File: src/rtl/gt_rx_link_fsm_if.sv
// GT receive port bundle between the transceiver RX side and the link supervisor.
//   rx_data      : 16-bit RX word
//   rx_k         : per-byte K flags for rx_data
//   rx_aligned   : comma aligner reports byte alignment
//   rx_bufstatus : RX elastic buffer status code
//   rx_realign   : one-cycle comma realign request back to the GT
// master = transceiver side, slave = link supervisor.
interface gt_rx_link_fsm_if;
  logic [15:0] rx_data;
  logic [1:0]  rx_k;
  logic        rx_aligned;
  logic [2:0]  rx_bufstatus;
  logic        rx_realign;

  modport master (
    output rx_data,
    output rx_k,
    output rx_aligned,
    output rx_bufstatus,
    input  rx_realign
  );

  modport slave (
    input  rx_data,
    input  rx_k,
    input  rx_aligned,
    input  rx_bufstatus,
    output rx_realign
  );
endinterface

File: src/rtl/gt_rx_link_fsm.sv
// Receive-side link supervisor for a GTP RX port (elastic buffer + comma aligner enabled).
// Hunts for byte alignment, requires a run of good IDLE words before declaring the link up,
// forwards payload words while locked and counts comma, buffer and relock events.
//   usrclk_i        : GT user clock, only clock
//   rst_n_i         : asynchronous active-low reset
//   en_i            : link enable, low forces IDLE
//   gt              : GT RX bundle (data, K flags, aligned, buffer status, realign request)
//   link_up_o       : high only in LOCKED
//   data_o          : forwarded payload word, qualified by data_valid_o
//   state_o         : 0 IDLE, 1 HUNT, 2 SYNC, 3 LOCKED
//   err_comma_cnt_o : misaligned-K events (saturating)
//   err_buf_cnt_o   : buffer over/underflow events (saturating)
//   relock_cnt_o    : LOCKED to HUNT transitions (saturating)
module gt_rx_link_fsm #(
  parameter logic [15:0] g_IDLE            = 16'hbc95,
  parameter logic [1:0]  g_IDLE_K          = 2'b10,
  parameter int unsigned g_LOCK_IDLES      = 16,
  parameter int unsigned g_IDLE_TIMEOUT    = 256,
  parameter int unsigned g_REALIGN_HOLDOFF = 64,
  parameter int unsigned g_CNT_WIDTH       = 16
) (
  input  logic                   usrclk_i,
  input  logic                   rst_n_i,
  input  logic                   en_i,
  gt_rx_link_fsm_if.slave        gt,
  output logic                   link_up_o,
  output logic [15:0]            data_o,
  output logic                   data_valid_o,
  output logic [1:0]             state_o,
  output logic [g_CNT_WIDTH-1:0] err_comma_cnt_o,
  output logic [g_CNT_WIDTH-1:0] err_buf_cnt_o,
  output logic [g_CNT_WIDTH-1:0] relock_cnt_o
);

  localparam int unsigned HoldW = (g_REALIGN_HOLDOFF > 2) ? $clog2(g_REALIGN_HOLDOFF) : 1;
  localparam int unsigned GoodW = $clog2(g_LOCK_IDLES + 1);
  localparam int unsigned ToW   = $clog2(g_IDLE_TIMEOUT + 1);

  typedef enum logic [1:0] {
    StIdle   = 2'd0,
    StHunt   = 2'd1,
    StSync   = 2'd2,
    StLocked = 2'd3
  } state_e;

  state_e state_q, state_d;

  logic [HoldW-1:0]       hold_cnt_q, hold_cnt_d;
  logic [GoodW-1:0]       good_cnt_q, good_cnt_d;
  logic [ToW-1:0]         to_cnt_q, to_cnt_d;
  logic                   realign_q, realign_d;
  logic                   link_up_q, link_up_d;
  logic [15:0]            data_q, data_d;
  logic                   valid_q, valid_d;
  logic [g_CNT_WIDTH-1:0] comma_cnt_q, comma_cnt_d;
  logic [g_CNT_WIDTH-1:0] buf_cnt_q, buf_cnt_d;
  logic [g_CNT_WIDTH-1:0] relock_cnt_q, relock_cnt_d;

  logic good_idle, payload, bad_k, buf_err, timeout, link_fail, hold_wrap, in_sync_lock;

  // Word classification and exit conditions, shared by next-state and output logic.
  assign good_idle    = (gt.rx_k == g_IDLE_K) && (gt.rx_data == g_IDLE);
  assign payload      = (gt.rx_k == 2'b00);
  assign bad_k        = !good_idle && !payload;
  // 001/010 are clock-correction warnings, not errors.
  assign buf_err      = (gt.rx_bufstatus == 3'b101) || (gt.rx_bufstatus == 3'b110);
  // Fires on the cycle the non-IDLE run length reaches g_IDLE_TIMEOUT.
  assign timeout      = !good_idle && (to_cnt_q == ToW'(g_IDLE_TIMEOUT - 1));
  assign link_fail    = bad_k || buf_err || !gt.rx_aligned || timeout;
  assign hold_wrap    = (hold_cnt_q == HoldW'(g_REALIGN_HOLDOFF - 1));
  assign in_sync_lock = (state_q == StSync) || (state_q == StLocked);

  // State register.
  always_ff @(posedge usrclk_i or negedge rst_n_i) begin
    if (!rst_n_i) begin
      state_q <= StIdle;
    end else begin
      state_q <= state_d;
    end
  end

  // Next-state logic; en_i low overrides everything.
  always_comb begin
    state_d = state_q;
    if (!en_i) begin
      state_d = StIdle;
    end else begin
      case (state_q)
        StIdle: state_d = StHunt;
        StHunt: if (gt.rx_aligned) state_d = StSync;
        StSync: begin
          if (link_fail) begin
            state_d = StHunt;
          end else if (good_idle && (good_cnt_q == GoodW'(g_LOCK_IDLES - 1))) begin
            state_d = StLocked;
          end
        end
        StLocked: if (link_fail) state_d = StHunt;
        default: state_d = StIdle;
      endcase
    end
  end

  // Output and counter next-state logic.
  always_comb begin
    hold_cnt_d   = '0;
    good_cnt_d   = '0;
    to_cnt_d     = '0;
    realign_d    = 1'b0;
    link_up_d    = (state_d == StLocked);
    valid_d      = 1'b0;
    data_d       = data_q;
    comma_cnt_d  = comma_cnt_q;
    buf_cnt_d    = buf_cnt_q;
    relock_cnt_d = relock_cnt_q;

    // Realign holdoff only runs in HUNT and only while enable keeps us there.
    if ((state_q == StHunt) && en_i && !gt.rx_aligned) begin
      if (hold_wrap) begin
        realign_d = 1'b1;
      end else begin
        hold_cnt_d = hold_cnt_q + 1'b1;
      end
    end

    if (state_q == StSync) begin
      good_cnt_d = (good_idle && !link_fail) ? good_cnt_q + 1'b1 : good_cnt_q;
    end

    if (in_sync_lock && !good_idle && !timeout) begin
      to_cnt_d = to_cnt_q + 1'b1;
    end

    // Only clean payload in LOCKED is forwarded; any exit condition suppresses it.
    if ((state_q == StLocked) && en_i && payload && !link_fail) begin
      valid_d = 1'b1;
      data_d  = gt.rx_data;
    end

    if (in_sync_lock && bad_k && (comma_cnt_q != '1)) begin
      comma_cnt_d = comma_cnt_q + 1'b1;
    end
    if ((state_q != StIdle) && buf_err && (buf_cnt_q != '1)) begin
      buf_cnt_d = buf_cnt_q + 1'b1;
    end
    if ((state_q == StLocked) && (state_d == StHunt) && (relock_cnt_q != '1)) begin
      relock_cnt_d = relock_cnt_q + 1'b1;
    end
  end

  always_ff @(posedge usrclk_i or negedge rst_n_i) begin
    if (!rst_n_i) begin
      hold_cnt_q   <= '0;
      good_cnt_q   <= '0;
      to_cnt_q     <= '0;
      realign_q    <= 1'b0;
      link_up_q    <= 1'b0;
      data_q       <= '0;
      valid_q      <= 1'b0;
      comma_cnt_q  <= '0;
      buf_cnt_q    <= '0;
      relock_cnt_q <= '0;
    end else begin
      hold_cnt_q   <= hold_cnt_d;
      good_cnt_q   <= good_cnt_d;
      to_cnt_q     <= to_cnt_d;
      realign_q    <= realign_d;
      link_up_q    <= link_up_d;
      data_q       <= data_d;
      valid_q      <= valid_d;
      comma_cnt_q  <= comma_cnt_d;
      buf_cnt_q    <= buf_cnt_d;
      relock_cnt_q <= relock_cnt_d;
    end
  end

  assign gt.rx_realign   = realign_q;
  assign link_up_o       = link_up_q;
  assign data_o          = data_q;
  assign data_valid_o    = valid_q;
  assign state_o         = state_q;
  assign err_comma_cnt_o = comma_cnt_q;
  assign err_buf_cnt_o   = buf_cnt_q;
  assign relock_cnt_o    = relock_cnt_q;

endmodule

File: src/flat_wrapper.sv
// flat-port wrapper written by rule: the top's interface ports become plain ports
module gt_rx_link_fsm_flat 
#(
  parameter logic [15:0] g_IDLE            = 16'hbc95,
  parameter logic [1:0]  g_IDLE_K          = 2'b10,
  parameter int unsigned g_LOCK_IDLES      = 16,
  parameter int unsigned g_IDLE_TIMEOUT    = 256,
  parameter int unsigned g_REALIGN_HOLDOFF = 64,
  parameter int unsigned g_CNT_WIDTH       = 16
)
  (usrclk_i, rst_n_i, en_i, link_up_o, data_o, data_valid_o, state_o, err_comma_cnt_o, err_buf_cnt_o, relock_cnt_o, gt_rx_data, gt_rx_k, gt_rx_aligned, gt_rx_bufstatus, gt_rx_realign);
  gt_rx_link_fsm_if gt_i ();
  input  logic usrclk_i;
  input  logic rst_n_i;
  input  logic en_i;
  output logic link_up_o;
  output logic [15:0] data_o;
  output logic data_valid_o;
  output logic [1:0] state_o;
  output logic [g_CNT_WIDTH-1:0] err_comma_cnt_o;
  output logic [g_CNT_WIDTH-1:0] err_buf_cnt_o;
  output logic [g_CNT_WIDTH-1:0] relock_cnt_o;
  input wire logic [$bits(gt_i.rx_data)-1:0] gt_rx_data;
  input wire logic [$bits(gt_i.rx_k)-1:0] gt_rx_k;
  input wire logic [$bits(gt_i.rx_aligned)-1:0] gt_rx_aligned;
  input wire logic [$bits(gt_i.rx_bufstatus)-1:0] gt_rx_bufstatus;
  output wire logic [$bits(gt_i.rx_realign)-1:0] gt_rx_realign;
  assign gt_i.rx_data = gt_rx_data;
  assign gt_i.rx_k = gt_rx_k;
  assign gt_i.rx_aligned = gt_rx_aligned;
  assign gt_i.rx_bufstatus = gt_rx_bufstatus;
  assign gt_rx_realign = gt_i.rx_realign;
  gt_rx_link_fsm #(.g_IDLE(g_IDLE), .g_IDLE_K(g_IDLE_K), .g_LOCK_IDLES(g_LOCK_IDLES), .g_IDLE_TIMEOUT(g_IDLE_TIMEOUT), .g_REALIGN_HOLDOFF(g_REALIGN_HOLDOFF), .g_CNT_WIDTH(g_CNT_WIDTH)) u_core (.usrclk_i(usrclk_i), .rst_n_i(rst_n_i), .en_i(en_i), .gt(gt_i), .link_up_o(link_up_o), .data_o(data_o), .data_valid_o(data_valid_o), .state_o(state_o), .err_comma_cnt_o(err_comma_cnt_o), .err_buf_cnt_o(err_buf_cnt_o), .relock_cnt_o(relock_cnt_o));
endmodule
File: config.mk
export PLATFORM = sky130hd
export DESIGN_NAME = gt_rx_link_fsm_flat
export DESIGN_NICKNAME = d
export VERILOG_FILES = /design/src/rtl/gt_rx_link_fsm_if.sv /design/src/rtl/gt_rx_link_fsm.sv /design/src/flat_wrapper.sv
export SDC_FILE = /design/constraint.sdc
export NUM_CORES = 1
export LEC_CHECK = 0
export BUFFER_PORTS_ARGS = -buffer_cell sky130_fd_sc_hd__buf_2
export CORE_ASPECT_RATIO = 1.5
export CORE_MARGIN = 1
export CORE_UTILIZATION = 56
export CTS_BUF_LIST = sky130_fd_sc_hd__clkbuf_8
export DETAILED_ROUTE_END_ITERATION = 12
export PLACE_DENSITY = 0.83
export SLEW_MARGIN = 0
export SYNTH_ARGS = -nofsm -noshare
export SYNTH_HDL_FRONTEND = slang
export SYNTH_SLANG_ARGS = --single-unit
File: constraint.sdc
create_clock -name usrclk_i -period 3.55 [get_ports usrclk_i]
set_input_delay 0.5325 -clock usrclk_i [delete_from_list [all_inputs] [get_ports usrclk_i]]
set_output_delay 0.5325 -clock usrclk_i [all_outputs]
set_load 0.02 [all_outputs]
Yosys cells after proc, flatten, opt, wreduce, memory -nomap -nowiden. Index checks and enable logic that the tools add are counted.

Flip-flop bits (word level): 89.

Reduce and logical (&&, ||, !) cells: 31. Mux-type cells: 14. $add $sub $neg: 6. Equality and inequality tests: 16.

Operator list (count): $add 16x1->16 const B (3); $ne 16x16->1 const B (3); $logic_and 1x1->1 (18); $eq 16x16->1 const B (1); $mux 6 (2); $mux 2 (5); $mux 5 (2); $add 9x1->9 const B (1); $eq 9x8->1 const B (1); $mux 9 (1); $eq 2x2->1 const B (4); $pmux 2 s4 (1); $add 6x1->6 const B (1); $eq 3x3->1 const B (2); $eq 6x6->1 const B (1); $add 5x1->5 const B (1); $eq 5x4->1 const B (1); $logic_not 1->1 (5); $logic_or 1x1->1 (5); $eq 2x1->1 const B (2); $logic_not 2->1 (2); $mux 1 (3); $ne 2x2->1 const B (1); $reduce_bool 2->1 (1).

Depth between registers and ports, before layout.
Word-level depth: 13. Gate-level depth with buffers: 12.

Least setup slack after synthesis. OpenSTA, ideal clock, no wires.

Path type: register to register. From: register u_core.to_cnt_q[0]. To: register u_core.relock_cnt_q[1], in the netlist u_core.relock_cnt_o[1]. Setup slack: 1.063 ns. Buffers on the path: 2. Stages on the path, launching flop included: 12. Required time: 3.425 ns. Arrival: 2.362 ns. Path through: dfrtp_1 -> ha_1 -> nand3_1 -> nor2_1 -> and3_1 -> ha_1 -> nor3_1 -> a31o_2 -> or3_1 -> buf_6 -> buf_6 -> mux2_4.

Cells in the longest elaborated chain, start to end: 9. Elaborated cells on any way between the ends: 10. Classes of those cells: eq/ne: 2; mux: 4; reduce/logical: 4.

RTL lines: start: declaration (RTL line gt_rx_link_fsm.sv:50) `logic [ToW-1:0] to_cnt_q, to_cnt_d;`; start signal: assignment (RTL line gt_rx_link_fsm.sv:166) `to_cnt_q <= to_cnt_d;`; $eq 9x8->1 (*) (RTL line gt_rx_link_fsm.sv:68) `assign timeout = !good_idle && (to_cnt_q == ToW'(g_IDLE_TIMEOUT - 1));`; $logic_and 1x1->1 (*) (RTL line gt_rx_link_fsm.sv:68); $logic_or 1x1->1 (*) (RTL line gt_rx_link_fsm.sv:69) `assign link_fail = bad_k || buf_err || !gt.rx_aligned || timeout;`; $mux 2, on equally long branches (RTL line gt_rx_link_fsm.sv:98, gt_rx_link_fsm.sv:92); $pmux 2 s4 (*) (RTL line gt_rx_link_fsm.sv:88) `case (state_q)`; $mux 2 (*) (RTL line gt_rx_link_fsm.sv:85) `if (!en_i) begin`; $eq 2x1->1 (*) (RTL line gt_rx_link_fsm.sv:146) `if ((state_q == StLocked) && (state_d == StHunt) && (relock_cnt_q != '1)) begin`; $logic_and 1x1->1 (*) (2 in series) (RTL line gt_rx_link_fsm.sv:146); end signal: assignment (RTL line gt_rx_link_fsm.sv:173) `relock_cnt_q <= relock_cnt_d;`; end: declaration (RTL line gt_rx_link_fsm.sv:57) `logic [g_CNT_WIDTH-1:0] relock_cnt_q, relock_cnt_d;`.

Mark *: on every way between the ends. The rest lies on a longest branch, timed or not. A chain may end at the register's enable or synchronous reset.

Worst setup path after layout.
From: register u_core.to_cnt_q[0]. To: register u_core.relock_cnt_q[11], in the netlist u_core.relock_cnt_o[11].

Same word-level chain as after synthesis.

==> flow_summary.json <==
{
  "timing.hold.ws_ns": 0.366,
  "yosysSeqAreaShare_pct": 54.8,
  "leakage_nw": 2.54,
  "synthMostInstantiatedCell": "dfrtp_1",
  "powerDensity_nw_per_um2": 459,
  "end_kind": "flop",
  "r2r-start": "u_core.to_cnt_q[0]$_DFF_PN0_",
  "multiInputGateArea_um2": 1740,
  "regArea_um2": 2230,
  "skew_ns": 0.00665,
  "cts_buffer_depth": 2,
  "via_per_inst": 5.53,
  "fp.dieArea_um2": 7610,
  "drt_iter0_markers": 155,
  "rsz0062_at_grt": "false",
  "synthToLayoutAreaGrowth_pct": 17.5,
  "cts.clk_slew.worst_paths_ns": 0.08,
  "htree_levels": 3,
  "dp.final_hpwl_mm": 5.42,
  "cts_tree": "done",
  "fmax_mhz": 345,
  "finalCriticalPeriod_ns": 2.90,
  "outcome": "finished clean",
  "ios": 94,
  "ys_async_sr_fraction_pct": 100,
  "wl_per_cell_um": 14.1,
  "syn-instance-count": 355,
  "start_util_pct": 58.5,
  "synth_seq_cells": 89,
  "place_congestion": 0.823,
  "synth_area_um2": 4070,
  "postCtsSetupBuffers": 0,
  "yosysTopAreaCell": "dfrtp_1",
  "fp.dieH_um": 106,
  "grt-ovfl-total": 0,
  "ys_top_cells_by_count": "dfrtp_1, nor2_1, xnor2_1",
  "final-setup-viol-count": 0,
  "finalInstanceArea_um2": 4780,
  "grt_use_total_pct": 21.6,
  "tightest_slew_ns": 1.08,
  "finalCritPeriodShare_pct": 81.8,
  "antenna-diode-count": 0,
  "synthTopCellsByArea": "dfrtp_1, xnor2_1, xor2_1, nor2_1, nand3_1",
  "hold_viol_final": 0,
  "hp-class": "in -> async",
  "fillers": 540,
  "grt_pass1_wl_mm": 12.7,
  "p_total_mw": 2.19,
  "drive_gt1_share_pct": 28.4,
  "final_nets": 483,
  "io_buffers": 93,
  "path_max_fanout": 16,
  "netlist-cell-type-count": 42,
  "drc": 0,
  "holdBufCountCts": 0,
  "die_x_um": 71.6,
  "avgSynthCellArea_um2": 11.5,
  "grt_max_degree": 90,
  "cts_sinks": 89,
  "start_kind": "flop",
  "drv_slew": 0,
  "maxSlewHeadroom_pct": 28.0,
  "placed_area_um2": 4570,
  "syn-num-nets": 388,
  "antenna_left": 0,
  "rr_endpoint": "u_core.relock_cnt_o[11]$_DFFE_PN0P_",
  "crit_type": "reg -> reg",
  "routed_wl_mm": 7.54,
  "drt_pass1_iterations": 4,
  "maxCapViolCount": 0,
  "vdd_drop_max_mv": 0.352,
  "ff2ff_path_depth": 10,
  "setup-tns-final_ns": 0,
  "antenna_found_initial": 0,
  "required_ns": 3.82,
  "vias": 2949,
  "cts_root_buffer": "clkbuf_8",
  "ys_warn_count": 0,
  "worstSkewPairLatency_ns": 0.35,
  "cts_made_buffers": 9,
  "grt_pass1_vias": 2788,
  "synth_ff_type": "dfrtp_1",
  "cp_data_arrival_time_ns": 3.18,
  "rrSetupSlack_ns": 0.65,
  "synth_top_area_share_pct": 54.8,
  "ctsResizeCount": 0,
  "core-area_um2": 6940,
  "synth_edf_count": 0,
  "core.rowCount": 37
}
## cells in the final DEF (no fill, tap or decap), drive strengths merged, types with 2 or more instances in the layout
| master | n |
|---|---|
| nor2 | 37 |
| and4 | 5 |
| clkbuf | 12 |
| nand4b | 2 |
| or3 | 2 |
| a31oi | 2 |
| xnor2 | 33 |
| and3 | 13 |
| buf | 93 |
| nand2b | 2 |
| nor4 | 4 |
| ha | 8 |
| or2 | 2 |
| nand2 | 29 |
| inv | 12 |
| nand4 | 15 |
| dfrtp | 89 |
| mux2 | 19 |
| nand3 | 22 |
| nand4bb | 2 |
| and2 | 2 |
| o21ai | 3 |
| nor3 | 9 |
| xor2 | 26 |
## state kept, by name (all words and copies together) (netlist names)
name                    cells
u_core.data_valid_o         1
u_core.to_cnt_q             9
u_core.hold_cnt_q           6
u_core.good_cnt_q           5
u_core.err_comma_cnt_o     16
u_core.err_buf_cnt_o       16
u_core.relock_cnt_o        16
u_core.link_up_o            1
u_core.data_o              16
u_core.state_o              2
u_core.gt.rx_realign        1
## report_power, final
group	switching, mW	internal, mW
logic	0.192	0.128
clock network	0.324	0.377
registers	0.0886	1.08
## layer usage
layer	wire, um	vias up	GRT usage [%]
li1	-	1403	-
met1	3140	1468	26.4
met2	3960	68	36.4
met3	279	10	4.45
met4	154	0	10.2
met5	0	-	0
## cells by family (layout without fill, tap and decap cells)
kind of cell / count (synthesis) / in the layout / share of synthesized area [%]
compound gates: 12 / 12 / 2.03
fa+ha+maj: 8 / 8 / 2.46
flops: 89 / 89 / 54.8
mux: 20 / 20 / 5.60
simple gates: 148 / 148 / 20.0
buf+inv: 19 / 119 / 2.40
xor+xnor: 59 / 59 / 12.7
## stage by stage
stage | util (%) | std cells | setup slack (ns)
after floorplan | - | 355 | 1.06
after global placement | 65.8 | 517 | 0.783
after detailed placement | 65.8 | 517 | 0.681
after CTS | 68.8 | 533 | 0.638
after global routing | 68.8 | 533 | 0.390
final | 68.8 | 533 | 0.648
## critical path, cell delays in order (launching register included)
cell	delay, ns
dfrtp_1	0.39
ha_1	0.21
nand3_1	0.12
nor2_1	0.17
and3_1	0.18
ha_1	0.19
nor3_1	0.09
a31o_2	0.25
or3_1	0.71
nor3_1	0.34
xor2_1	0.18
## worst max path at each step
stage                                       from                                  end  slack (ns)  cells past startpoint
finish              u_core.to_cnt_q[0]$_DFF_PN0_  u_core.relock_cnt_o[11]$_DFFE_PN0P_        0.65                     10
global route        u_core.to_cnt_q[0]$_DFF_PN0_  u_core.relock_cnt_o[11]$_DFFE_PN0P_        0.39                     10
CTS                 u_core.to_cnt_q[0]$_DFF_PN0_  u_core.relock_cnt_o[11]$_DFFE_PN0P_        0.64                     10
detailed placement  u_core.to_cnt_q[0]$_DFF_PN0_  u_core.relock_cnt_o[11]$_DFFE_PN0P_        0.68                     10
global placement    u_core.to_cnt_q[0]$_DFF_PN0_   u_core.relock_cnt_o[1]$_DFFE_PN0P_        0.78                      9
floorplan           u_core.to_cnt_q[0]$_DFF_PN0_   u_core.relock_cnt_o[1]$_DFFE_PN0P_        1.06                     11
## layout make-up
class / instances / share of cell area, %
flip-flops and latches: 89 / 46.6
clock buffers: 12 / 3.46
repair buffers: 93 / 9.79
inverters: 10 / 0.786
clock inverters: 4 / 0.890
multi-input cells: 247 / 36.4
well taps: 78 / 2.04
Power figures use the tool's default switching activity.
